--- src/rtl/csr_stream_feeder_pkg.sv ---
// rtl/csr_stream_feeder_pkg.sv - shared widths, sizes and FSM encodings for the CSR feeder
package csr_stream_feeder_pkg;

    localparam int DATA_BITS   = 16;
    localparam int ROW_BITS    = 7;
    localparam int COL_BITS    = 5;
    localparam int NNZ_BITS    = 10;
    localparam int WEIGHT_ROWS = 32;
    localparam int WCOL_BITS   = 3;
    localparam int WROW_BITS   = $clog2(WEIGHT_ROWS);
    // One extra bit so the word counter can sit at 2*WEIGHT_ROWS for the trailing data cycle
    localparam int WCNT_BITS   = WROW_BITS + 2;

    typedef enum logic [2:0] {
        S_IDLE,
        S_RP_REQ,
        S_RP_CHK,
        S_NZ_REQ,
        S_NZ_CAP,
        S_PRESENT,
        S_FINISH
    } in_state_t;

    typedef enum logic [1:0] {
        W_IDLE,
        W_STREAM,
        W_WAIT
    } w_state_t;

endpackage

--- src/rtl/csr_stream_feeder_if.sv ---
// rtl/csr_stream_feeder_if.sv - element and weight streams between feeder and scheduler
interface csr_stream_feeder_if;
    import csr_stream_feeder_pkg::*;

    logic                 o_rdy;
    logic                 i_ready;
    logic [DATA_BITS-1:0] o_data;
    logic [ROW_BITS-1:0]  o_row_ptr;
    logic [COL_BITS-1:0]  o_col_idx;
    logic                 o_done;
    logic                 i_w_switch;
    logic [DATA_BITS-1:0] o_w_data;
    logic [WCOL_BITS-1:0] o_w_col_idx;
    logic                 o_w_valid;
    logic                 o_w_last_pair;

    modport master (
        output o_rdy, o_data, o_row_ptr, o_col_idx, o_done,
        output o_w_data, o_w_col_idx, o_w_valid, o_w_last_pair,
        input  i_ready, i_w_switch
    );

    modport slave (
        input  o_rdy, o_data, o_row_ptr, o_col_idx, o_done,
        input  o_w_data, o_w_col_idx, o_w_valid, o_w_last_pair,
        output i_ready, i_w_switch
    );

endinterface

--- src/rtl/csr_stream_feeder_weights.sv ---
// rtl/csr_stream_feeder_weights.sv - weight column pair streamer (module csr_weight_streamer)
module csr_weight_streamer
    import csr_stream_feeder_pkg::*;
#(
    parameter int NUM_WCOLS = 8
) (
    input  logic                           clk,
    input  logic                           rst,
    input  logic                           i_w_switch,
    output logic [WCOL_BITS+WROW_BITS-1:0] o_w_addr,
    input  logic [DATA_BITS-1:0]           i_w_mem,
    output logic [DATA_BITS-1:0]           o_w_data,
    output logic [WCOL_BITS-1:0]           o_w_col_idx,
    output logic                           o_w_valid,
    output logic                           o_w_last_pair
);

    localparam int PAIR_BITS = WCOL_BITS - 1;
    localparam int WORDS     = 2 * WEIGHT_ROWS;
    localparam logic [PAIR_BITS-1:0] LAST_PAIR = PAIR_BITS'(NUM_WCOLS / 2 - 1);

    w_state_t               r_state, w_next;
    logic [PAIR_BITS-1:0]   r_pair;
    logic [WCNT_BITS-1:0]   r_wrow;
    logic                   r_valid;
    logic [WCOL_BITS-1:0]   r_col;
    logic                   w_issue;
    logic                   w_stream_end;
    logic [WCOL_BITS-1:0]   w_col;

    // Word counter bit 0 picks the column within the pair, upper bits give the weight row
    assign w_issue      = (r_state == W_STREAM) && (r_wrow < WCNT_BITS'(WORDS));
    assign w_stream_end = (r_state == W_STREAM) && (r_wrow == WCNT_BITS'(WORDS));
    assign w_col        = {r_pair, r_wrow[0]};

    assign o_w_addr      = w_issue ? {w_col, r_wrow[WROW_BITS:1]} : '0;
    assign o_w_data      = r_valid ? i_w_mem : '0;
    assign o_w_col_idx   = r_col;
    assign o_w_valid     = r_valid;
    assign o_w_last_pair = (r_pair == LAST_PAIR);

    always_comb begin
        w_next = r_state;
        case (r_state)
            W_IDLE:   if (i_w_switch) w_next = W_STREAM;
            W_STREAM: if (w_stream_end) w_next = W_WAIT;
            W_WAIT:   if (!i_w_switch) w_next = W_IDLE;
            default:  w_next = W_IDLE;
        endcase
    end

    always_ff @(posedge clk) begin
        if (rst) begin
            r_state <= W_IDLE;
            r_pair  <= '0;
            r_wrow  <= '0;
            r_valid <= 1'b0;
            r_col   <= '0;
        end else begin
            r_state <= w_next;
            r_valid <= w_issue;
            r_col   <= w_issue ? w_col : '0;
            if (r_state == W_IDLE && i_w_switch) begin
                r_wrow <= '0;
            end else if (w_issue) begin
                r_wrow <= r_wrow + WCNT_BITS'(1);
            end
            if (w_stream_end) begin
                r_pair <= (r_pair == LAST_PAIR) ? '0 : r_pair + PAIR_BITS'(1);
            end
        end
    end

endmodule

--- src/rtl/csr_stream_feeder.sv ---
// rtl/csr_stream_feeder.sv - walks a CSR matrix and streams nonzeros plus weight columns
module csr_stream_feeder
    import csr_stream_feeder_pkg::*;
#(
    parameter int NUM_ROWS  = 100,
    parameter int NUM_WCOLS = 8
) (
    input  logic                           clk,
    input  logic                           rst,
    input  logic                           i_start,
    output logic                           o_busy,
    output logic [ROW_BITS-1:0]            o_rp_addr,
    input  logic [NNZ_BITS:0]              i_rp_data,
    output logic [NNZ_BITS-1:0]            o_nz_addr,
    input  logic [DATA_BITS-1:0]           i_nz_val,
    input  logic [COL_BITS-1:0]            i_nz_col,
    output logic [WCOL_BITS+WROW_BITS-1:0] o_w_addr,
    input  logic [DATA_BITS-1:0]           i_w_mem,
    csr_stream_feeder_if.master            bus
);

    in_state_t            r_state, w_next;
    logic [ROW_BITS-1:0]  r_row;
    logic [NNZ_BITS-1:0]  r_ptr;
    logic [NNZ_BITS:0]    r_end;
    logic [DATA_BITS-1:0] r_data;
    logic [ROW_BITS-1:0]  r_row_out;
    logic [COL_BITS-1:0]  r_col;
    logic                 w_last_row;
    logic                 w_row_empty;
    logic [NNZ_BITS:0]    w_ptr_ext;
    logic [NNZ_BITS:0]    w_ptr_next;

    assign w_last_row  = (r_row == ROW_BITS'(NUM_ROWS - 1));
    assign w_ptr_ext   = {1'b0, r_ptr};
    assign w_ptr_next  = w_ptr_ext + (NNZ_BITS + 1)'(1);
    assign w_row_empty = (w_ptr_ext == i_rp_data);

    assign o_busy        = (r_state != S_IDLE);
    assign o_rp_addr     = o_busy ? r_row + ROW_BITS'(1) : '0;
    assign o_nz_addr     = r_ptr;
    assign bus.o_rdy     = (r_state == S_PRESENT);
    assign bus.o_done    = (r_state == S_FINISH);
    assign bus.o_data    = r_data;
    assign bus.o_row_ptr = r_row_out;
    assign bus.o_col_idx = r_col;

    always_comb begin
        w_next = r_state;
        case (r_state)
            S_IDLE:    if (i_start) w_next = S_RP_REQ;
            S_RP_REQ:  w_next = S_RP_CHK;
            S_RP_CHK:  begin
                if (w_row_empty) w_next = w_last_row ? S_FINISH : S_RP_REQ;
                else             w_next = S_NZ_REQ;
            end
            S_NZ_REQ:  w_next = S_NZ_CAP;
            S_NZ_CAP:  w_next = S_PRESENT;
            S_PRESENT: begin
                if (bus.i_ready) begin
                    if (w_ptr_next < r_end) w_next = S_NZ_REQ;
                    else                    w_next = w_last_row ? S_FINISH : S_RP_REQ;
                end
            end
            S_FINISH:  w_next = S_IDLE;
            default:   w_next = S_IDLE;
        endcase
    end

    always_ff @(posedge clk) begin
        if (rst) begin
            r_state   <= S_IDLE;
            r_row     <= '0;
            r_ptr     <= '0;
            r_end     <= '0;
            r_data    <= '0;
            r_row_out <= '0;
            r_col     <= '0;
        end else begin
            r_state <= w_next;
            case (r_state)
                S_IDLE: begin
                    if (i_start) begin
                        r_row <= '0;
                        r_ptr <= '0;
                    end
                end
                S_RP_CHK: begin
                    r_end <= i_rp_data;
                    if (w_row_empty) r_row <= r_row + ROW_BITS'(1);
                end
                S_NZ_CAP: begin
                    r_data    <= i_nz_val;
                    r_col     <= i_nz_col;
                    r_row_out <= r_row;
                end
                S_PRESENT: begin
                    if (bus.i_ready) begin
                        r_ptr <= r_ptr + NNZ_BITS'(1);
                        if (!(w_ptr_next < r_end)) r_row <= r_row + ROW_BITS'(1);
                    end
                end
                default: ;
            endcase
        end
    end

    csr_weight_streamer #(
        .NUM_WCOLS (NUM_WCOLS)
    ) u_weights (
        .clk           (clk),
        .rst           (rst),
        .i_w_switch    (bus.i_w_switch),
        .o_w_addr      (o_w_addr),
        .i_w_mem       (i_w_mem),
        .o_w_data      (bus.o_w_data),
        .o_w_col_idx   (bus.o_w_col_idx),
        .o_w_valid     (bus.o_w_valid),
        .o_w_last_pair (bus.o_w_last_pair)
    );

endmodule

--- src/flat_wrapper.sv ---
// flat-port wrapper written by rule: the top's interface ports become plain ports
module csr_stream_feeder_flat import csr_stream_feeder_pkg::*;
#(
    parameter int NUM_ROWS  = 100,
    parameter int NUM_WCOLS = 8
)
  (clk, rst, i_start, o_busy, o_rp_addr, i_rp_data, o_nz_addr, i_nz_val, i_nz_col, o_w_addr, i_w_mem, bus_o_rdy, bus_o_data, bus_o_row_ptr, bus_o_col_idx, bus_o_done, bus_o_w_data, bus_o_w_col_idx, bus_o_w_valid, bus_o_w_last_pair, bus_i_ready, bus_i_w_switch);
  csr_stream_feeder_if bus_i ();
  input  logic clk;
  input  logic rst;
  input  logic i_start;
  output logic o_busy;
  output logic [ROW_BITS-1:0] o_rp_addr;
  input  logic [NNZ_BITS:0] i_rp_data;
  output logic [NNZ_BITS-1:0] o_nz_addr;
  input  logic [DATA_BITS-1:0] i_nz_val;
  input  logic [COL_BITS-1:0] i_nz_col;
  output logic [WCOL_BITS+WROW_BITS-1:0] o_w_addr;
  input  logic [DATA_BITS-1:0] i_w_mem;
  output wire logic [$bits(bus_i.o_rdy)-1:0] bus_o_rdy;
  output wire logic [$bits(bus_i.o_data)-1:0] bus_o_data;
  output wire logic [$bits(bus_i.o_row_ptr)-1:0] bus_o_row_ptr;
  output wire logic [$bits(bus_i.o_col_idx)-1:0] bus_o_col_idx;
  output wire logic [$bits(bus_i.o_done)-1:0] bus_o_done;
  output wire logic [$bits(bus_i.o_w_data)-1:0] bus_o_w_data;
  output wire logic [$bits(bus_i.o_w_col_idx)-1:0] bus_o_w_col_idx;
  output wire logic [$bits(bus_i.o_w_valid)-1:0] bus_o_w_valid;
  output wire logic [$bits(bus_i.o_w_last_pair)-1:0] bus_o_w_last_pair;
  input wire logic [$bits(bus_i.i_ready)-1:0] bus_i_ready;
  input wire logic [$bits(bus_i.i_w_switch)-1:0] bus_i_w_switch;
  assign bus_o_rdy = bus_i.o_rdy;
  assign bus_o_data = bus_i.o_data;
  assign bus_o_row_ptr = bus_i.o_row_ptr;
  assign bus_o_col_idx = bus_i.o_col_idx;
  assign bus_o_done = bus_i.o_done;
  assign bus_o_w_data = bus_i.o_w_data;
  assign bus_o_w_col_idx = bus_i.o_w_col_idx;
  assign bus_o_w_valid = bus_i.o_w_valid;
  assign bus_o_w_last_pair = bus_i.o_w_last_pair;
  assign bus_i.i_ready = bus_i_ready;
  assign bus_i.i_w_switch = bus_i_w_switch;
  csr_stream_feeder #(.NUM_ROWS(NUM_ROWS), .NUM_WCOLS(NUM_WCOLS)) u_core (.clk(clk), .rst(rst), .i_start(i_start), .o_busy(o_busy), .o_rp_addr(o_rp_addr), .i_rp_data(i_rp_data), .o_nz_addr(o_nz_addr), .i_nz_val(i_nz_val), .i_nz_col(i_nz_col), .o_w_addr(o_w_addr), .i_w_mem(i_w_mem), .bus(bus_i));
endmodule
--- config.mk ---
export PLATFORM = sky130hd
export DESIGN_NAME = csr_stream_feeder_flat
export DESIGN_NICKNAME = d
export VERILOG_FILES = /design/src/rtl/csr_stream_feeder_pkg.sv /design/src/rtl/csr_stream_feeder_if.sv /design/src/rtl/csr_stream_feeder_weights.sv /design/src/rtl/csr_stream_feeder.sv /design/src/flat_wrapper.sv
export SDC_FILE = /design/constraint.sdc
export NUM_CORES = 1
export LEC_CHECK = 0
export BUFFER_PORTS_ARGS = -buffer_cell sky130_fd_sc_hd__buf_2
export CAP_MARGIN = 20
export CORE_MARGIN = 3
export CORE_UTILIZATION = 40
export CTS_CLUSTER_SIZE = 25
export DETAILED_ROUTE_END_ITERATION = 6
export PLACE_DENSITY = 0.66
export SLEW_MARGIN = 20
export SYNTH_ARGS = -nofsm -noshare
export SYNTH_HDL_FRONTEND = slang
export SYNTH_SLANG_ARGS = --single-unit
--- constraint.sdc ---
create_clock -name clk -period 3.8 [get_ports clk]
set_clock_uncertainty 0.15 [all_clocks]
set_input_delay 0.76 -clock clk [delete_from_list [all_inputs] [get_ports clk]]
set_output_delay 0.76 -clock clk [all_outputs]
set_load 0.03 [all_outputs]
* Word level (Yosys, flattened, before mapping)
Cells that the tools add are included.
** Word-level totals
- Word-level logic and storage cells :: 75
- Output and inout port bits :: 77
- Bits in registers :: 74
** Operators by class
- Equal/unequal tests :: 19
- Reductions and logical operators :: 14
- Order comparisons :: 2
- Bitwise gates (word level) :: 1
- Mux-type cells :: 22
- $add $sub $neg :: 5
** Operator list (number)
- two-way mux 7 bit :: 5
- one-hot mux 7 bit (3 select lines) :: 1
- two-way mux 10 bit :: 2
- one-hot mux 10 bit (2 select lines) :: 1
- one-hot mux 3 bit (6 select lines) :: 1
- two-way mux 16 bit :: 1
- two-way mux 3 bit :: 5
- adder 7 x 1 -> 7 bit (second input constant) :: 2
- == test 7 bit (second input constant) :: 2
- adder 10 x 1 -> 11 bit (second input constant) :: 1
- == test 10 x 11 -> 1 bit :: 1
- less-than comparator 11 bit :: 1
- adder 10 x 1 -> 10 bit (second input constant) :: 1
- != test 2 bit (second input constant) :: 5
- == test 3 bit (second input constant) :: 3
- two-way mux 2 bit :: 4
- two-way mux 8 bit :: 1
- less-than comparator 7 bit (second input constant) :: 1
- == test 3 x 2 -> 1 bit (second input constant) :: 2
- one-hot mux 2 bit (3 select lines) :: 1
- AND reduction 3 bit :: 2
- nonzero test 3 bit :: 2
- AND reduction 5 bit :: 1
- == test 2 bit (second input constant) :: 2
- 11 further kinds :: 15

* Logic depth before layout (Yosys ltp)
Gate-level depths: netlist of run 1.
- Depth in word-level cells :: 5
- Gate-level depth with buffers :: 13

* By module
Synthesis of run 1 repeated with hierarchy kept, for this count alone.
** Unflattened totals
- Cell total of the unflattened synthesis :: 486
- Area, all modules :: 3802.4 um^2
** Modules (own cells, without submodules)
- csr_stream_feeder :: area an instance 2992.9 um^2, times used 1, cells an instance 392, sequential area each 1181.1 um^2
- csr_weight_streamer :: area an instance 809.5 um^2, times used 1, cells an instance 94, sequential area each 300.3 um^2

* Worst setup path after synthesis of run 1
No wires, ideal clock.
- Path type :: reg-to-reg
- Start point :: register u_core.r_ptr[0] (netlist: u_core.o_nz_addr[0])
- End point :: register u_core.r_row[1]
- Slack :: 0.500 ns
- Cell stages (with the launch flop) :: 14
- Arrival :: 3.022 ns
- Cells stage by stage :: dfxtp_1 -> ha_1 -> and3_1 -> and3_1 -> and3_1 -> xor2_1 -> ha_1 -> a211oi_1 -> nor2_1 -> a211oi_1 -> and3_1 -> buf_2 -> a211o_1 -> o22ai_1
** On the way
- Longest elaborated chain between the ends :: 4
- Elaborated cells on any way between the ends :: 6
- Classes of those cells :: add/sub (1); order compare (1); eq/ne (3); reduce/logical (1)
** Ends and longest elaborated chain
- from (decl) :: line csr_stream_feeder.sv:24 : logic [NNZ_BITS-1:0] r_ptr;
- from (signal assigned) :: line csr_stream_feeder.sv:99 : r_ptr <= r_ptr + NNZ_BITS'(1);
- adder 10 x 1 -> 11 bit :: line csr_stream_feeder.sv:36 : assign w_ptr_next = w_ptr_ext + (NNZ_BITS + 1)'(1);
- less-than comparator 11 bit :: line csr_stream_feeder.sv:100 : if (!(w_ptr_next < r_end)) r_row <= r_row + ROW_BITS'(1);
- != test 2 bit (no source line)
- AND reduction 5 bit (no source line) *
- to (signal assigned) :: line csr_stream_feeder.sv:90 : if (w_row_empty) r_row <= r_row + ROW_BITS'(1);
- to (signal assigned) :: line csr_stream_feeder.sv:100
- to (decl) :: line csr_stream_feeder.sv:23 : logic [ROW_BITS-1:0] r_row;
Every way passes the cells marked *; elsewhere a longest branch is shown, timed or not.
A chain may end at the register's enable or synchronous reset.

* Final worst setup path of run 1
Ends and elaborated chain as after synthesis.

==> PnR_summary.wiki, run 1 <==
{| class="wikitable"
! Metric !! Value
|-
| Result of the run || finished, final reports clean
|-
| Total routing resource utilization after global routing || 18.54%
|-
| Total setup violations reported at the end of the flow || 0
|-
| Share of layout cells above drive strength 1 || 26.37%
|-
| Maximum fanout along the worst path || 8
|-
| Hold Path Class || reg -> reg
|-
| CTS root buffer || sky130_fd_sc_hd__clkbuf_8
|-
| Part of the Yosys area used for sequential elements || 39.55%
|-
| Worst-case clock buffer depth || 2
|-
| End of the worst register-to-register path || u_core.r_row[1]
|-
| Inserted Clock Buffers || 9
|-
| Endpoint with the worst hold slack || u_core.bus.o_col_idx[2]
|-
| Remaining number of nets flagged by the antenna check after routing || 0
|-
| Final total negative setup slack || 0 ns
|-
| Count of final max-slew check failures || 0
|-
| Number of different library cells in the post-synthesis netlist || 51
|-
| Average wire per standard cell || 13.93 um
|-
| Most used DFF post-synth || sky130_fd_sc_hd__dfxtp_1
|-
| Hold Crit Start || u_core.bus.o_col_idx[2]
|-
| Slew at the pin closest to its max-slew limit || 1.029 ns
|-
| DP Wirelength || 7317 um
|-
| Count of hold-fix buffers inserted at cts || 0
|-
| Vias in the first global route || 3342
|-
| Global-route wire length before repair || 15680 um
|-
| CP Capture Type || flop
|-
| Portion of synthesized cell area occupied by the leading cell type || 39.55%
|-
| Count of cells resized by post-cts repair || 0
|-
| Crit path top cell by count || sky130_fd_sc_hd__and3_1
|-
| Reg2Reg Depth || 12
|-
| Kind of cell with the highest combined delay on the critical path || simple AND/OR/NAND/NOR gates
|-
| Async set or reset register ratio after synthesis || 0%
|-
| Synthesized netlist cell count || 478
|-
| Setup repair after global routing missed its margin || no
|-
| Remaining max-slew budget at the tightest pin || 31.43%
|-
| Ranking of synthesized cells by area || sky130_fd_sc_hd__dfxtp_1, sky130_fd_sc_hd__nand2_1, sky130_fd_sc_hd__a21oi_1
|-
| Clock tree from TritonCTS || yes
|-
| Final period util || 90.67%
|-
| Pwr Density || 421.3 mW/mm^2
|-
| FF-to-FF setup slack || 0.35 ns
|-
| RD Place Congestion || 0.9318
|-
| Critical path data arrival time || 3.51 ns
|-
| Maximum clock rate || 290.2 MHz
|-
| Overall die height || 102.8 um
|-
| Initial antenna violation count || 0
|-
| Final period demand of the worst path || 3.446 ns
|-
| CP Launch Type || flop
|-
| Count of vias placed by the detailed router || 3651
|-
| Post-CTS Setup Inserts || 0
|-
| Cell-by-cell listing of the critical path || ha_1 > and3_1 > and3_1 > and3_1 > xor2_1 > ha_1 > a211oi_1 > nor2_1 > a211oi_1 > and3_2 > a211o_1 > o22ai_1
|-
| Flip-flop and latch count after synthesis || 74
|-
| Area Overhead vs Synth || 25.35%
|-
| Number of cell rows || 34
|-
| N_diodes || 0
|-
| Count of port buffers added during placement || 129
|-
| Area of the core || 0.008891 sq mm
|-
| Count of clock tree sinks || 74
|-
| Post-detailed-route via-to-cell ratio || 5.135
|-
| Worst vdd ir || 220.7 uV
|-
| Count of warnings emitted by yosys || 0
|-
| Leakage power || 2.169 nW
|-
| Bufs and invs on worst path || 0
|-
| Hold slack final || 0.3032 ns
|-
| Horizontal die dimension || 102.8 um
|-
| Reg2Reg Launch Point || u_core.o_nz_addr[0]
|-
| Global route total overflow || 0
|-
| Starting Density || 42.13%
|-
| Slowest cell on the critical path || sky130_fd_sc_hd__dfxtp_1
|-
| Number of flops mapped to enable cells by yosys || 0
|-
| Clock slew seen by the registers of the worst setup and hold paths || 0.08 ns
|-
| Final hold viol count || 0
|-
| Post-Route WL || 9907 um
|-
| Number of design-rule violations left by the first detailed-router iteration || 189
|-
| DRC Markers || 0
|-
| Number of max-cap violations || 0
|-
| Cell type with the largest total area after synthesis || sky130_fd_sc_hd__dfxtp_1
|-
| Die area || 0.01056 sq mm
|-
| I/O pin count || 130
|-
| Avg Synthesized Cell Area || 7.837 sq um
|-
| Critical Path Max Stage Delay || 0.46 ns
|-
| CP required || 3.86 ns
|-
| Largest net degree at the start of global routing || 35
|-
| H-tree levels || 3
|-
| Cell area after synthesis || 0.003746 sq mm
|-
| Number of nets produced by synthesis || 546
|-
| Number of iterations in the first detailed-routing pass || 7
|-
| Nets || 667
|-
| Clock latency on the worst-skew pair || 0.34 ns
|-
| Category of the critical setup timing path || reg -> reg
|-
| Number of cells on the worst hold path || 2
|}
per-layer routing:
metal	global-route usage (%)	part of all wire (%)	wire (um)	vias up
li1	-	-	-	1862
met1	23.99	45	4409	1637
met2	31.93	48	4707	145
met3	3.721	7.2	718	7
met4	4.283	0.72	71	0
met5	0	0	0	-
power by group:
part / switching (mW) / internal (mW) / total (mW)
Sequential: 0.0370 / 0.812 / 0.849
Combinational: 0.271 / 0.132 / 0.403
Clock: 0.293 / 0.433 / 0.727
registers in the layout, summed over array words and instances, names as in the netlist:
signal	flops
u_core.u_weights.o_w_valid	1
u_core.r_state	3
u_core.o_nz_addr	10
u_core.bus.o_row_ptr	7
u_core.r_end	11
u_core.u_weights.r_pair	2
u_core.bus.o_col_idx	5
u_core.bus.o_data	16
u_core.u_weights.o_w_col_idx	3
u_core.r_row	7
u_core.u_weights.r_state	2
u_core.u_weights.r_wrow	7
worst min-delay path, cell delays in order, from the launching register on:
cell and delay, ns:
sky130_fd_sc_hd__dfxtp_1 0.31, sky130_fd_sc_hd__nand2_1 0.05, sky130_fd_sc_hd__a21oi_1 0.05
metrics by stage:
stage               instances  power, mW  worst slack [ns]  utilization (%)  instance area [sq um]
finish                    711      1.978            0.3545            52.81                   4696
global route              711      2.069           0.07050            52.81                   4696
CTS                       711      2.002            0.3180            52.80                   4695
detailed placement        696      1.271            0.3357            50.20                   4463
global placement          696      1.264            0.4785            50.20                   4463
floorplan                 478      1.134            0.5003                -                   3746
cell families (layout without fill, tap and decap cells):
logic type,after synthesis,after routing,synth area share (%)
simple gates,220,220,28.92
compound gates,98,98,15.23
flops,74,74,39.55
buf+inv,41,166,4.208
xor+xnor,28,28,6.546
fa+ha+maj,15,15,5.010
mux,2,2,0.5344
cells in the final DEF, fill, tap and decap left out, types with 4 or more instances in the layout:
cell,count
sky130_fd_sc_hd__xnor2_1,6
sky130_fd_sc_hd__buf_2,129
sky130_fd_sc_hd__nor2_1,36
sky130_fd_sc_hd__o21ai_1,8
sky130_fd_sc_hd__ha_1,15
sky130_fd_sc_hd__xor2_1,22
sky130_fd_sc_hd__and2_1,27
sky130_fd_sc_hd__nand4_1,4
sky130_fd_sc_hd__dfxtp_1,74
sky130_fd_sc_hd__o311ai_1,5
sky130_fd_sc_hd__o21ai_0,8
sky130_fd_sc_hd__nand2b_1,7
sky130_fd_sc_hd__clkbuf_8,9
sky130_fd_sc_hd__nand2_1,95
sky130_fd_sc_hd__and3_1,12
sky130_fd_sc_hd__inv_1,18
sky130_fd_sc_hd__nand3_1,11
sky130_fd_sc_hd__a21oi_1,58
area by class of cell:
| cell class | count | area, sq um |
|---|---|---|
| Tap cell | 108 | 135.1 |
| Inverter | 19 | 71.32 |
| Fill cell | 889 | 4195 |
| Sequential cell | 74 | 1481 |
| Multi-Input combinational cell | 363 | 2108 |
| Clock buffer | 10 | 127.6 |
| Clock inverter | 5 | 103.9 |
| Timing Repair Buffer | 132 | 668.1 |
synth_stat cells, types with 2 or more instances:
master,instances
sky130_fd_sc_hd__nand2_1,95
sky130_fd_sc_hd__dfxtp_1,74
sky130_fd_sc_hd__a21oi_1,58
sky130_fd_sc_hd__nor2_1,36
sky130_fd_sc_hd__and2_1,27
sky130_fd_sc_hd__xor2_1,22
sky130_fd_sc_hd__inv_1,18
sky130_fd_sc_hd__clkbuf_1,15
sky130_fd_sc_hd__ha_1,15
sky130_fd_sc_hd__and3_1,13
sky130_fd_sc_hd__nand3_1,11
sky130_fd_sc_hd__o21ai_0,8
sky130_fd_sc_hd__o21ai_1,8
sky130_fd_sc_hd__nand2b_1,7
sky130_fd_sc_hd__xnor2_1,6
sky130_fd_sc_hd__o311ai_1,5
sky130_fd_sc_hd__buf_1,4
sky130_fd_sc_hd__nand4_1,4
sky130_fd_sc_hd__a211oi_1,3
sky130_fd_sc_hd__buf_2,3
sky130_fd_sc_hd__nor3_1,3
sky130_fd_sc_hd__o31ai_1,3
sky130_fd_sc_hd__a21boi_0,2
sky130_fd_sc_hd__a22oi_1,2
sky130_fd_sc_hd__mux2i_1,2
sky130_fd_sc_hd__nand3b_1,2
sky130_fd_sc_hd__nor3_2,2
sky130_fd_sc_hd__nor3b_1,2
sky130_fd_sc_hd__nor4_2,2
sky130_fd_sc_hd__o22ai_1,2
sky130_fd_sc_hd__or2_1,2
sky130_fd_sc_hd__or3_1,2
sky130_fd_sc_hd__or4_1,2
how the worst max path moves through the flow:
stage	start	to	slack, ns	cells after the start
finish	u_core.o_nz_addr[0]	u_core.r_row[1]	0.35	12
CTS	u_core.o_nz_addr[0]	u_core.r_row[1]	0.32	12
detailed placement	u_core.o_nz_addr[0]	u_core.r_row[1]	0.34	12
global placement	u_core.o_nz_addr[0]	u_core.r_row[1]	0.48	12
floorplan	u_core.o_nz_addr[0]	u_core.r_row[1]	0.50	13
global route	u_core.o_nz_addr[0]	u_core.r_row[1]	0.07	12
No activity file was read; power rests on OpenSTA's default activity.
==> inputs of run 2 (changes only) <==
Settings changed: BUFFER_PORTS_ARGS -buffer_cell sky130_fd_sc_hd__buf_2 to not set, DONT_BUFFER_PORTS set to 1, PLACE_DENSITY 0.66 to not set, SLEW_MARGIN 20 to not set.
==> PnR_summary.wiki, run 2 (synthesis results as in run 1) <==
{| class="wikitable"
! Metric !! Value
|-
| End of the worst register-to-register path || u_core.r_row[1] (unchanged)
|-
| Most used cells in the layout excluding fill and tap cells || sky130_fd_sc_hd__nand2_1, sky130_fd_sc_hd__dfxtp_1, sky130_fd_sc_hd__a21oi_1 (was sky130_fd_sc_hd__buf_2, sky130_fd_sc_hd__nand2_1, sky130_fd_sc_hd__dfxtp_1)
|-
| Final period util || 87.14% (was 90.67%)
|-
| Number of cells on the worst hold path || 2 (unchanged)
|-
| Leading cell type in the layout, fill and taps excluded || sky130_fd_sc_hd__nand2_1 (was sky130_fd_sc_hd__buf_2)
|-
| Fin area || 0.004058 sq mm (was 0.004696 sq mm)
|-
| Number of max-cap violations || 0 (unchanged)
|-
| Largest net degree at the start of global routing || 59 (was 35)
|-
| Sw power || 0.5822 mW (was 0.6013 mW)
|-
| Share of layout cells above drive strength 1 || 7.277% (was 26.37%)
|-
| CP required || 3.87 ns (was 3.86 ns)
|-
| Global route total overflow || 0 (unchanged)
|-
| H-tree levels || 3 (unchanged)
|-
| Horizontal die dimension || 102.8 um (unchanged)
|-
| Util after Layout || 45.64% (was 52.81%)
|-
| Clock slew seen by the registers of the worst setup and hold paths || 0.08 ns (about the same)
|-
| I/O pin count || 130 (unchanged)
|-
| Number of flip-flops under the largest register name || 16 (unchanged)
|-
| Sequential Power Share || 49.4% (was 42.9%)
|-
| Clock latency on the worst-skew pair || 0.34 ns (about the same)
|-
| DP Wirelength || 6988 um (was 7317 um)
|-
| Final hold viol count || 0 (unchanged)
|-
| Count of hold-fix buffers inserted at cts || 0 (unchanged)
|-
| Maximum clock rate || 302.0 MHz (was 290.2 MHz)
|-
| Initial antenna violation count || 0 (unchanged)
|-
| Final worst slack || 0.4888 ns (was 0.3545 ns)
|-
| DRC Markers || 0 (unchanged)
|-
| N_diodes || 0 (unchanged)
|-
| Post-CTS Setup Inserts || 0 (unchanged)
|-
| Slew at the pin closest to its max-slew limit || 0.9531 ns (was 1.029 ns)
|-
| Pre-CTS setup slack || 0.5365 ns (was 0.3357 ns)
|-
| Worst-case clock buffer depth || 2 (unchanged)
|-
| Post-Route WL || 9420 um (was 9907 um)
|-
| Critical path data arrival time || 3.38 ns (was 3.51 ns)
|-
| Total Power Consumption || 1.792 mW (was 1.978 mW)
|-
| Pwr Density || 441.6 mW/mm^2 (was 421.3 mW/mm^2)
|-
| Count of port buffers added during placement || 0 (was 129)
|-
| Endpoint with the worst hold slack || u_core.r_end[1] (was u_core.bus.o_col_idx[2])
|-
| Result of the run || finished, final reports clean (unchanged)
|-
| Worst vdd ir || 235.9 uV (was 220.7 uV)
|-
| Area of the core || 0.008891 sq mm (unchanged)
|-
| Die area || 0.01056 sq mm (unchanged)
|-
| CP Launch Type || flop (unchanged)
|-
| Count of clock tree sinks || 74 (unchanged)
|-
| CP Capture Type || flop (unchanged)
|-
| FF-to-FF setup slack || 0.49 ns (was 0.35 ns)
|-
| Remaining number of nets flagged by the antenna check after routing || 0 (unchanged)
|-
| Hold Crit Start || u_core.r_end[1] (was u_core.bus.o_col_idx[2])
|-
| RD Place Congestion || 0.7921 (was 0.9318)
|-
| Cell area reported after detailed placement || 0.003862 sq mm (was 0.004463 sq mm)
|-
| Setup repair after global routing missed its margin || no (unchanged)
|-
| Inserted Clock Buffers || 9 (unchanged)
|-
| CTS root buffer || sky130_fd_sc_hd__clkbuf_8 (unchanged)
|-
| Count of vias placed by the detailed router || 3212 (was 3651)
|-
| Maximum fanout along the worst path || 7 (was 8)
|-
| Total setup violations reported at the end of the flow || 0 (unchanged)
|-
| Final period demand of the worst path || 3.311 ns (was 3.446 ns)
|-
| Vias in the first global route || 2854 (was 3342)
|-
| Nets || 544 (was 667)
|-
| Switching share of total power || 32.49% (was 30.39%)
|-
| Average wire per standard cell || 15.99 um (was 13.93 um)
|-
| Count of final max-slew check failures || 0 (unchanged)
|-
| Reg2Reg Depth || 12 (unchanged)
|-
| Number of cell rows || 34 (unchanged)
|-
| Category of the critical setup timing path || reg -> reg (unchanged)
|-
| Final total negative setup slack || 0 ns (unchanged)
|-
| Overall die height || 102.8 um (unchanged)
|-
| Total routing resource utilization after global routing || 17.49% (was 18.54%)
|-
| Internal power consumption || 1.210 mW (was 1.377 mW)
|-
| Number of design-rule violations left by the first detailed-router iteration || 121 (was 189)
|-
| Leakage power || 1.553 nW (was 2.169 nW)
|-
| Global-route wire length before repair || 14430 um (was 15680 um)
|-
| Clock tree from TritonCTS || yes (unchanged)
|-
| Post-detailed-route via-to-cell ratio || 5.453 (was 5.135)
|-
| Hold Path Class || reg -> reg (unchanged)
|-
| Area Overhead vs Synth || 8.317% (was 25.35%)
|-
| Combinational group share of total power || 16.2% (was 20.4%)
|-
| Reg2Reg Launch Point || u_core.o_nz_addr[0] (unchanged)
|-
| Count of cells resized by post-cts repair || 0 (unchanged)
|-
| Number of iterations in the first detailed-routing pass || 4 (was 7)
|-
| Starting Density || 42.13% (unchanged)
|-
| Clock share of power || 34.4% (was 36.7%)
|-
| Remaining max-slew budget at the tightest pin || 36.46% (was 31.43%)
|}
==> run 2: layout make-up <==
cell class                 instances  area [sq um]
clock buffer                      11         131.4
clock inverter                     5         63.81
fill                             887          4833
inverter                          19         71.32
multi-input combinational        363          2107
sequential                        74          1481
tap                              108         135.1
timing repair buffer               9         67.56
==> run 2: power by group through the flow <==
stage | clock, mW | sequential, mW | combinational, mW
after floorplan | 0 | 0.886 | 0.248
after global placement | 0 | 0.902 | 0.289
after detailed placement | 0 | 0.904 | 0.294
after CTS | 0.635 | 0.886 | 0.295
after global routing | 0.665 | 0.892 | 0.325
final | 0.617 | 0.885 | 0.290
==> run 2: stage by stage <==
stage / std cells / hold slack (ns)
5_1_grt: 589 / 0.2978
2_1_floorplan: 478 / 0.2817
3_3_place_gp: 573 / 0.2874
3_5_place_dp: 573 / 0.2914
6_report: 589 / 0.3038
4_1_cts: 589 / 0.3039
==> run 2: worst max path at each step <==
stage	startpoint	endpoint	depth (start not counted)
global route	u_core.o_nz_addr[1]	u_core.r_row[1]	12
finish	u_core.o_nz_addr[0]	u_core.r_row[1]	12
global placement	u_core.o_nz_addr[0]	u_core.r_row[1]	12
floorplan	u_core.o_nz_addr[0]	u_core.r_row[1]	13
CTS	u_core.o_nz_addr[0]	u_core.r_row[1]	12
detailed placement	u_core.o_nz_addr[0]	u_core.r_row[1]	12
==> run 2: per-layer routing <==
| layer | track usage [%] | wire (um) | share of wire [%] |
|---|---|---|---|
| met1 | 22.61 | 3931 | 42 |
| met2 | 28.65 | 4659 | 49 |
| met3 | 5.886 | 764 | 8.1 |
| met4 | 3.586 | 64 | 0.68 |
| met5 | 0 | 0 | 0 |
==> run 2: worst max-delay path: stages (launching register included) <==
cell                       delay, ns
sky130_fd_sc_hd__dfxtp_1        0.34
sky130_fd_sc_hd__ha_1           0.21
sky130_fd_sc_hd__and3_1         0.25
sky130_fd_sc_hd__and3_1         0.25
sky130_fd_sc_hd__and3_1         0.26
sky130_fd_sc_hd__xor2_1         0.16
sky130_fd_sc_hd__ha_1           0.27
sky130_fd_sc_hd__a211oi_1       0.22
sky130_fd_sc_hd__nor2_1         0.08
sky130_fd_sc_hd__a211oi_1       0.26
sky130_fd_sc_hd__and3_1         0.34
sky130_fd_sc_hd__a211o_1        0.28
sky130_fd_sc_hd__o22ai_1        0.12
==> inputs of run 3 (changes only) <==
Settings changed: SYNTH_HIERARCHICAL set to 1.
==> PnR_summary.wiki, run 3 <==
{| class="wikitable"
! Metric !! Value
|-
| Result of the run || finished, final reports clean (unchanged)
|-
| Number of nets produced by synthesis || 554 (was 546)
|-
| Initial antenna violation count || 0 (unchanged)
|-
| Cell type with the largest total area after synthesis || sky130_fd_sc_hd__dfxtp_1 (unchanged)
|-
| Post-detailed-route via-to-cell ratio || 5.374 (was 5.453)
|-
| Number of placed instances with taps included || 600 (was 573)
|-
| Largest net degree at the start of global routing || 74 (was 59)
|-
| Count of clock tree sinks || 74 (unchanged)
|-
| Fin cells || 617 (was 589)
|-
| Worst-case clock buffer depth || 2 (unchanged)
|-
| Final period util || 90.91% (was 87.14%)
|-
| Global route total overflow || 0 (unchanged)
|-
| Most numerous cell in the Yosys netlist || sky130_fd_sc_hd__nand2_1 (unchanged)
|-
| Pwr Density || 377.2 mW/mm^2 (was 441.6 mW/mm^2)
|-
| Horizontal die dimension || 103.5 um (was 102.8 um)
|-
| Remaining number of nets flagged by the antenna check after routing || 0 (unchanged)
|-
| First element of the critical path || u_core/o_nz_addr[1] (was u_core.o_nz_addr[0])
|-
| Ranking of synthesized cells by area || sky130_fd_sc_hd__dfxtp_1, sky130_fd_sc_hd__nand2_1, sky130_fd_sc_hd__a21oi_1 (unchanged)
|-
| DP Wirelength || 6797 um (was 6988 um)
|-
| Most frequent cells after synthesis || sky130_fd_sc_hd__nand2_1, sky130_fd_sc_hd__dfxtp_1, sky130_fd_sc_hd__a21oi_1 (unchanged)
|-
| Fraction of the mapped netlist area in simple logic gates || 29.12% (was 28.92%)
|-
| Overall die height || 103.5 um (was 102.8 um)
|-
| CP Launch Type || flop (unchanged)
|-
| Part of the Yosys area used for sequential elements || 38.96% (was 39.55%)
|-
| Share of layout cells above drive strength 1 || 9.165% (was 7.277%)
|-
| Number of different library cells in the post-synthesis netlist || 54 (was 51)
|-
| Count of vias placed by the detailed router || 3316 (was 3212)
|-
| Most used cells in the layout excluding fill and tap cells || sky130_fd_sc_hd__nand2_1, sky130_fd_sc_hd__dfxtp_1, sky130_fd_sc_hd__a21oi_1 (unchanged)
|-
| Area of the core || 0.008976 sq mm (was 0.008891 sq mm)
|-
| Count of port buffers added during placement || 0 (unchanged)
|-
| Global-route wire length before repair || 15440 um (was 14430 um)
|-
| Number of iterations in the first detailed-routing pass || 4 (unchanged)
|-
| Synthesized netlist cell count || 486 (was 478)
|-
| Flip-flop and latch count after synthesis || 74 (unchanged)
|-
| Vias in the first global route || 3020 (was 2854)
|-
| Cell area after synthesis || 0.003802 sq mm (was 0.003746 sq mm)
|-
| CP required || 3.87 ns (about the same)
|-
| Maximum clock rate || 289.5 MHz (was 302.0 MHz)
|-
| CTS root buffer || sky130_fd_sc_hd__clkbuf_8 (unchanged)
|-
| Final hold viol count || 0 (unchanged)
|-
| Worst vdd ir || 204.1 uV (was 235.9 uV)
|-
| Total setup violations reported at the end of the flow || 0 (unchanged)
|-
| Reg2Reg Depth || 11 (was 12)
|-
| Share of synthesized area spent on multiplexers || 0.9214% (was 0.5344%)
|-
| Capture point of the worst path || u_core/r_state[1] (was u_core.r_row[1])
|-
| Inserted Clock Buffers || 9 (unchanged)
|-
| Starting Density || 42.36% (was 42.13%)
|-
| Maximum fanout along the worst path || 5 (was 7)
|-
| Async set or reset register ratio after synthesis || 0% (unchanged)
|-
| Post-Route WL || 9501 um (was 9420 um)
|-
| Average wire per standard cell || 15.40 um (was 15.99 um)
|-
| Reg2Reg Launch Point || u_core/o_nz_addr[1] (was u_core.o_nz_addr[0])
|-
| Portion of synthesized cell area occupied by the leading cell type || 38.96% (was 39.55%)
|-
| Hold Path Class || reg -> reg (unchanged)
|-
| Leading cell type in the layout, fill and taps excluded || sky130_fd_sc_hd__nand2_1 (unchanged)
|-
| Clock latency on the worst-skew pair || 0.35 ns (was 0.34 ns)
|-
| Final period demand of the worst path || 3.455 ns (was 3.311 ns)
|-
| Critical path data arrival time || 3.53 ns (was 3.38 ns)
|-
| Fill count || 922 (was 887)
|-
| FF-to-FF setup slack || 0.35 ns (was 0.49 ns)
|-
| Most used DFF post-synth || sky130_fd_sc_hd__dfxtp_1 (unchanged)
|-
| Die area || 0.01071 sq mm (was 0.01056 sq mm)
|-
| N_diodes || 0 (unchanged)
|-
| Final total negative setup slack || 0 ns (unchanged)
|-
| Number of flops mapped to enable cells by yosys || 0 (unchanged)
|-
| H-tree levels || 3 (unchanged)
|-
| End of the worst register-to-register path || u_core/r_state[1] (was u_core.r_row[1])
|-
| Slew at the pin closest to its max-slew limit || 0.9475 ns (was 0.9531 ns)
|-
| Setup repair after global routing missed its margin || no (unchanged)
|-
| Synthesized-area fraction occupied by adder cells || 4.936% (was 5.010%)
|-
| CP Capture Type || flop (unchanged)
|-
| Post-synthesis share of cell area spent on xor and xnor gates || 5.528% (was 6.546%)
|-
| Dominant combinational cell family by area after synthesis || simple AND/OR/NAND/NOR gates (unchanged)
|-
| RD Place Congestion || 0.8256 (was 0.7921)
|-
| Count of warnings emitted by yosys || 6 (was 0)
|-
| Number of max-cap violations || 0 (unchanged)
|-
| Area Overhead vs Synth || 10.14% (was 8.317%)
|-
| Nets || 554 (was 544)
|-
| Avg Synthesized Cell Area || 7.824 sq um (was 7.837 sq um)
|-
| Share of the synthesized area in compound gates (AO/OA/AOI/OAI) || 16.16% (was 15.23%)
|-
| Number of design-rule violations left by the first detailed-router iteration || 132 (was 121)
|-
| Number of cell rows || 34 (unchanged)
|-
| Clock tree from TritonCTS || yes (unchanged)
|-
| Total routing resource utilization after global routing || 17.26% (was 17.49%)
|-
| Clock slew seen by the registers of the worst setup and hold paths || 0.08 ns (about the same)
|-
| Count of final max-slew check failures || 0 (unchanged)
|-
| Number of flip-flops under the largest register name || 16 (unchanged)
|-
| I/O pin count || 130 (unchanged)
|-
| Leakage power || 1.592 nW (was 1.553 nW)
|-
| DRC Markers || 0 (unchanged)
|-
| Category of the critical setup timing path || reg -> reg (unchanged)
|-
| Remaining max-slew budget at the tightest pin || 36.35% (was 36.46%)
|}
-- run 3: kinds of logic (layout without fill, tap and decap cells) --
kind of cell             count (synthesis)  in the layout
XOR/XNOR                                24             24
multiplexers                             3              3
buffers and inverters                   43             48
AND/OR/NAND/NOR                        223            223
AO/OA/AOI/OAI                          104            104
adder cells (fa/ha/maj)                 15             15
flip-flops                              74             74
-- run 3: worst max-delay path: stages, from the launching register on --
cell	delay, ns
sky130_fd_sc_hd__dfxtp_1	0.36
sky130_fd_sc_hd__and3_1	0.24
sky130_fd_sc_hd__and3_1	0.25
sky130_fd_sc_hd__and3_1	0.27
sky130_fd_sc_hd__and3_1	0.21
sky130_fd_sc_hd__xor2_1	0.15
sky130_fd_sc_hd__ha_1	0.28
sky130_fd_sc_hd__a21oi_1	0.18
sky130_fd_sc_hd__a21boi_0	0.16
sky130_fd_sc_hd__a2111oi_2	0.47
sky130_fd_sc_hd__o311ai_0	0.20
sky130_fd_sc_hd__a2111oi_1	0.40
-- run 3: what timing repair did --
item / 4_1_cts / 5_1_grt
endpoints found under the hold margin: 0 / 0
buffers inserted: 0 / 0
gates resized for setup: 0 / 4
hold buffers: 0 / 0
setup endpoints to repair: 0 / 6
-- run 3: cell type report --
cell class / count / area, sq um / share of cell area, %
inverters: 20 / 75.07 / 1.793
clock buffers: 9 / 123.9 / 2.958
flip-flops and latches: 74 / 1481 / 35.37
repair buffers: 12 / 97.59 / 2.330
well taps: 126 / 157.7 / 3.765
clock inverters: 7 / 83.83 / 2.002
multi-input cells: 369 / 2168 / 51.78
-- run 3: metrics by stage --
step / setup slack (ns) / area, sq um / util [%] / total power [mW] / hold WS [ns]
after floorplan: 0.4110 / 3802 / - / 0.9324 / 0.2863
after global placement: 0.4337 / 3954 / 44.05 / 0.9459 / 0.2920
after detailed placement: 0.1765 / 3954 / 44.05 / 0.9495 / 0.2904
after CTS: 0.1380 / 4161 / 46.36 / 1.600 / 0.2963
after global routing: 0.04830 / 4188 / 46.65 / 1.658 / 0.2915
final: 0.3453 / 4188 / 46.65 / 1.580 / 0.3053
-- run 3: metal layers --
| layer | vias up | GRT usage, % | share of wire (%) |
|---|---|---|---|
| met5 | - | 0 | 0 |
| met4 | 0 | 6.743 | 1.6 |
| met3 | 12 | 3.607 | 4.7 |
| met2 | 82 | 27.52 | 47 |
| met1 | 1562 | 22.94 | 47 |
| li1 | 1660 | - | - |
-- run 3: how the worst min path moves through the flow --
| stage | start | end | slack, ns | cells after the start |
|---|---|---|---|---|
| after global routing | rst | u_core/bus.o_data[6] | 0.29 | 1 |
| after detailed placement | u_core/r_end[9] | u_core/r_end[9] | 0.29 | 2 |
| final | u_core/r_end[9] | u_core/r_end[9] | 0.31 | 2 |
| after global placement | u_core/r_end[0] | u_core/r_end[0] | 0.29 | 2 |
| after CTS | rst | u_core/bus.o_data[15] | 0.30 | 1 |
| after floorplan | u_core/r_end[10] | u_core/r_end[10] | 0.29 | 2 |
-- run 3: where the power goes --
part / internal, mW / switching, mW
combinational: 0.0399 / 0.0907
clock: 0.316 / 0.328
sequential: 0.786 / 0.0195
